--- config.mk ---
export PLATFORM = sky130hd
export DESIGN_NAME = roteador_rr
export DESIGN_NICKNAME = d
export VERILOG_FILES = /design/src/rtl/roteador_pkg.sv /design/src/rtl/arbitro_rr.sv /design/src/rtl/roteador_rr.sv
export SDC_FILE = /design/constraint.sdc
export NUM_CORES = 1
export LEC_CHECK = 0
export ABC_AREA = 0
export ABC_CLOCK_PERIOD_IN_PS = 4600
export CAP_MARGIN = 10
export CELL_PAD_IN_SITES_DETAIL_PLACEMENT = 1
export CELL_PAD_IN_SITES_GLOBAL_PLACEMENT = 1
export CORE_MARGIN = 2
export CORE_UTILIZATION = 37
export CTS_BUF_LIST = sky130_fd_sc_hd__clkbuf_16
export CTS_CLUSTER_SIZE = 12
export DETAILED_ROUTE_END_ITERATION = 8
export MAX_ROUTING_LAYER = met4
export PLACE_DENSITY = 0.95
export SLEW_MARGIN = 30
export SYNTH_ARGS = -nofsm -noshare
export SYNTH_HDL_FRONTEND = slang
export SYNTH_HIERARCHICAL = 1
export SYNTH_SLANG_ARGS = --single-unit
--- constraint.sdc ---
create_clock -name clock -period 4.6 [get_ports clock]
set_clock_uncertainty 0.2 [all_clocks]
set_input_delay 0.92 -clock clock [delete_from_list [all_inputs] [get_ports clock]]
set_output_delay 0.92 -clock clock [all_outputs]
set_load 0.02 [all_outputs]
--- src/rtl/roteador_pkg.sv ---
// Shared types and default sizes for the round-robin router.
package roteador_pkg;

  typedef enum logic {
    MODO_FIXO = 1'b0,
    MODO_RR   = 1'b1
  } modo_t;

  localparam int unsigned NCANAIS_PADRAO = 4;
  localparam int unsigned W_PADRAO       = 4;
  localparam int unsigned WCONT_PADRAO   = 8;

endpackage

--- src/rtl/arbitro_rr.sv ---
// Combinational round-robin arbiter: first requester after the pointer, wrapping.
module arbitro_rr #(
  parameter int unsigned NCANAIS = 4
) (
  input  logic [NCANAIS-1:0]         req_i,
  input  logic [$clog2(NCANAIS)-1:0] ptr_i,
  output logic [NCANAIS-1:0]         gnt_o,
  output logic [$clog2(NCANAIS)-1:0] idx_o,
  output logic                       any_o
);

  localparam int unsigned SW = $clog2(NCANAIS);

  // Scan ptr+1 .. ptr+NCANAIS (mod NCANAIS) and keep the first hit.
  always_comb begin
    int unsigned c;
    logic        achou;
    gnt_o = '0;
    idx_o = '0;
    achou = 1'b0;
    c     = 0;
    for (int unsigned k = 1; k <= NCANAIS; k++) begin
      c = (int'(ptr_i) + k) % NCANAIS;
      if (!achou && req_i[c]) begin
        achou    = 1'b1;
        idx_o    = SW'(c);
        gnt_o[c] = 1'b1;
      end
    end
    any_o = achou;
  end

endmodule

--- src/rtl/roteador_rr.sv ---
// N-channel to 1 router with fixed or round-robin selection and a registered output.
module roteador_rr
  import roteador_pkg::*;
#(
  parameter int unsigned NCANAIS = NCANAIS_PADRAO,
  parameter int unsigned W       = W_PADRAO,
  parameter int unsigned WCONT   = WCONT_PADRAO
) (
  input  logic                       clock,
  input  logic                       reset,
  input  logic                       modo,
  input  logic [$clog2(NCANAIS)-1:0] sel,
  input  logic [NCANAIS*W-1:0]       entrada,
  input  logic [NCANAIS-1:0]         valido,
  output logic [NCANAIS-1:0]         pronto,
  output logic [W-1:0]               saida,
  output logic                       saida_valida,
  input  logic                       saida_pronta,
  output logic [$clog2(NCANAIS)-1:0] saida_canal,
  output logic [WCONT-1:0]           contagem
);

  localparam int unsigned SW = $clog2(NCANAIS);

  logic [W-1:0]       saida_q;
  logic               valida_q;
  logic [SW-1:0]      canal_q;
  logic [SW-1:0]      ptr_q;
  logic [WCONT-1:0]   cont_q;

  modo_t              modo_w;
  logic               livre;
  logic               sel_ok;
  logic [NCANAIS-1:0] arb_gnt;
  logic [SW-1:0]      arb_idx;
  logic               arb_any;
  logic [NCANAIS-1:0] gnt;
  logic [SW-1:0]      gnt_idx;
  logic               xfer;
  logic [W-1:0]       dado;

  assign modo_w = modo_t'(modo);
  assign livre  = !valida_q || saida_pronta;
  assign sel_ok = ({1'b0, sel} < (SW + 1)'(NCANAIS));

  arbitro_rr #(
    .NCANAIS(NCANAIS)
  ) u_arbitro (
    .req_i(valido),
    .ptr_i(ptr_q),
    .gnt_o(arb_gnt),
    .idx_o(arb_idx),
    .any_o(arb_any)
  );

  // Pick the granted channel for the current mode; reset blocks every grant.
  always_comb begin
    gnt     = '0;
    gnt_idx = '0;
    if (modo_w == MODO_RR) begin
      gnt     = arb_gnt;
      gnt_idx = arb_idx;
    end else if (sel_ok && valido[sel]) begin
      gnt[sel] = 1'b1;
      gnt_idx  = sel;
    end
    pronto = (livre && !reset) ? gnt : '0;
    xfer   = |(valido & pronto);
    dado   = entrada[int'(gnt_idx)*W +: W];
  end

  // Output register, pointer and transfer counter.
  always_ff @(posedge clock) begin
    if (reset) begin
      saida_q  <= '0;
      valida_q <= 1'b0;
      canal_q  <= '0;
      ptr_q    <= SW'(NCANAIS - 1);
      cont_q   <= '0;
    end else if (xfer) begin
      saida_q  <= dado;
      valida_q <= 1'b1;
      canal_q  <= gnt_idx;
      ptr_q    <= gnt_idx;
      cont_q   <= cont_q + 1'b1;
    end else if (saida_pronta) begin
      valida_q <= 1'b0;
    end
  end

  assign saida        = saida_q;
  assign saida_valida = valida_q;
  assign saida_canal  = canal_q;
  assign contagem     = cont_q;

  // arb_any is implied by a nonzero arb_gnt; keep it observable for the grant path.
  logic unused_any;
  assign unused_any = arb_any;

endmodule

==> results.sh <==
export IMPL_outcome="finished, final reports clean"
export IMPL_route_detailed_drc=0
export IMPL_initialDrtViolationCount=123
export IMPL_final_layout_size_suffix_gt1_share_pct=14.7
export IMPL_cts_root_buf="clkbuf_16"
export IMPL_nets=260
export IMPL_intPower_uw=413
export IMPL_syn_area_per_cell_sq_um=8.58
export IMPL_die_area_sq_um=4630
export IMPL_hpwlAfterDp_microns=3820
export IMPL_power_switching_uw=243
export IMPL_cp_required_ns=3.48
export IMPL_max_cap_violations=0
export IMPL_final_cell_mix="clkdlybuf4s50_1, nand2_1, nor2_1, dfxtp_1, mux2i_1"
export IMPL_pre_cts_slack_ns=0.0696
export IMPL_grt_ovfl_total=0
export IMPL_tightest_slew_ns=0.607
export IMPL_rows=23
export IMPL_cts_buffer_depth=2
export IMPL_grt_pass1_vias=1649
export IMPL_yosysWarnings=6
export IMPL_drt_first_pass_iters=4
export IMPL_tns_ns=0
export IMPL_fin_util_pct=52.4
export IMPL_syn_inst=177
export IMPL_fin_ws_ns=0.0963
export IMPL_regArea_sq_um=340
export IMPL_syn2layout_area_growth_pct=37.1
export IMPL_clock_sinks=17
export IMPL_synth_nets=212
export IMPL_fp_coreArea_sq_um=3970
export IMPL_finalMaxSlewViolations=0
export IMPL_fin_cells=274
export IMPL_cp_start_kind="input pin"
export IMPL_grt_pass1_wl_microns=8060
export IMPL_vias=1617
export IMPL_vias_per_cell=5.90
export IMPL_die_w_microns=68.1
export IMPL_routabilityCongestion=0.967
export IMPL_htreeDepth=1
export IMPL_fillers=470
export IMPL_ioPinCount=45
export IMPL_ir_drop_uv=142
export IMPL_numCtsBuffers=3
export IMPL_clk_latency_ns=0.25
export IMPL_die_h_microns=68.1
export IMPL_powerDensity_nw_per_um2=315
export IMPL_critical_path_class="in2out"
export IMPL_fmax_ghz=0.222
export IMPL_multi_input_area_sq_um=1050
export IMPL_min_period_ns=4.50
export IMPL_cts_clk_slew_worst_paths_ns=0.05
export IMPL_avgRoutedWirePerCell_microns=19.2
export IMPL_cts_setup_buffers=0
export IMPL_cts_tree="done"
export IMPL_finalCritPeriodShare_pct=97.9
export IMPL_clkPwrFrac_pct=26.9
export IMPL_power_frac_comb_pct=46.5
export IMPL_antenna_found_initial=0
export IMPL_synth_cell_area_sq_um=1520
export IMPL_power_frac_seq_pct=26.6
export IMPL_power_uw=655
export IMPL_endpoint_kind="output port"
export IMPL_switching_share_pct=37.0
export IMPL_drtAntennaViolNets=0
export IMPL_dp_cells=270
export IMPL_crit_arrival_ns=3.38
export IMPL_mostFrequentLayoutCell="clkdlybuf4s50_1"
export IMPL_finalHoldViolCount=0
export IMPL_finalSetupViolations=0
export IMPL_start_util_pct=38.2
export IMPL_leakagePower_nw=0.845
export IMPL_slew_headroom_pct=59.5
export IMPL_port_buffers=44
export IMPL_wl_microns=5270
export IMPL_grt_usage_pct=24.3
export IMPL_num_antenna_cells=0
export IMPL_cp_max_fo=5
export IMPL_grt_start_max_net_pins=17
export IMPL_hp_class="reg2reg"
-- layer usage --
metal / track usage [%] / share of wire, %
met1: 26.1 / 38
met2: 41.4 / 53
met3: 6.41 / 5.6
met4: 11.8 / 3.6
met5: - / 0
-- critical path: stages --
cell and delay (ns):
clkdlybuf4s50_1 0.55, or3b_1 0.37, o21ai_1 0.10, a21oi_1 0.11, o22ai_2 0.30, a221o_1 0.25
a32oi_1 0.06, nor2_1 0.11, clkdlybuf4s50_1 0.61
-- final cells by class --
| cell class | instances | area share, % |
|---|---|---|
| Tap cell | 50 | 3.00 |
| Multi-Input combinational cell | 143 | 50.7 |
| Sequential cell | 17 | 16.3 |
| Clock buffer | 3 | 3.61 |
| Timing Repair Buffer | 53 | 24.9 |
| Inverter | 7 | 1.26 |
| Clock inverter | 1 | 0.240 |
-- through the flow --
step | hold WS (ns) | area (sq um)
after global placement | 0.254 | 1990
after CTS | 0.268 | 2070
after floorplan | 0.346 | 1520
final | 0.265 | 2080
after global routing | 0.290 | 2080
after detailed placement | 0.261 | 1990
-- state kept, by name, indices dropped and copies added (netlist names) --
| register | count |
|---|---|
| contagem | 8 |
| ptr_q | 2 |
| saida | 4 |
| saida_canal | 2 |
| saida_valida | 1 |
-- power groups by stage --
| stage | registers (mW) | logic [mW] | clock network (mW) |
|---|---|---|---|
| finish | 0.174 | 0.305 | 0.176 |
| global route | 0.176 | 0.323 | 0.183 |
| CTS | 0.174 | 0.301 | 0.178 |
| detailed placement | 0.177 | 0.294 | 0 |
| global placement | 0.176 | 0.280 | 0 |
| floorplan | 0.195 | 0.178 | 0 |
-- final timing paths --
kind	from	to	slack, ns	cells after the start
setup / recovery	valido[2]	pronto[2]	0.1	9
hold / removal	saida[1]$_SDFFE_PP0P_	saida[1]$_SDFFE_PP0P_	0.27	2
setup reg to reg	ptr_q[1]$_SDFFE_PP1P_	contagem[6]$_SDFFE_PP0P_	0.90	11
hold reg to reg	saida[1]$_SDFFE_PP0P_	saida[1]$_SDFFE_PP0P_	0.27	2
-- what timing repair did --
action | 4_1_cts | 5_1_grt
hold buffers | 0 | 0
resized for setup | 0 | 4
endpoints found under the setup margin | 0 | 4
Power figures use the tool's default switching activity.
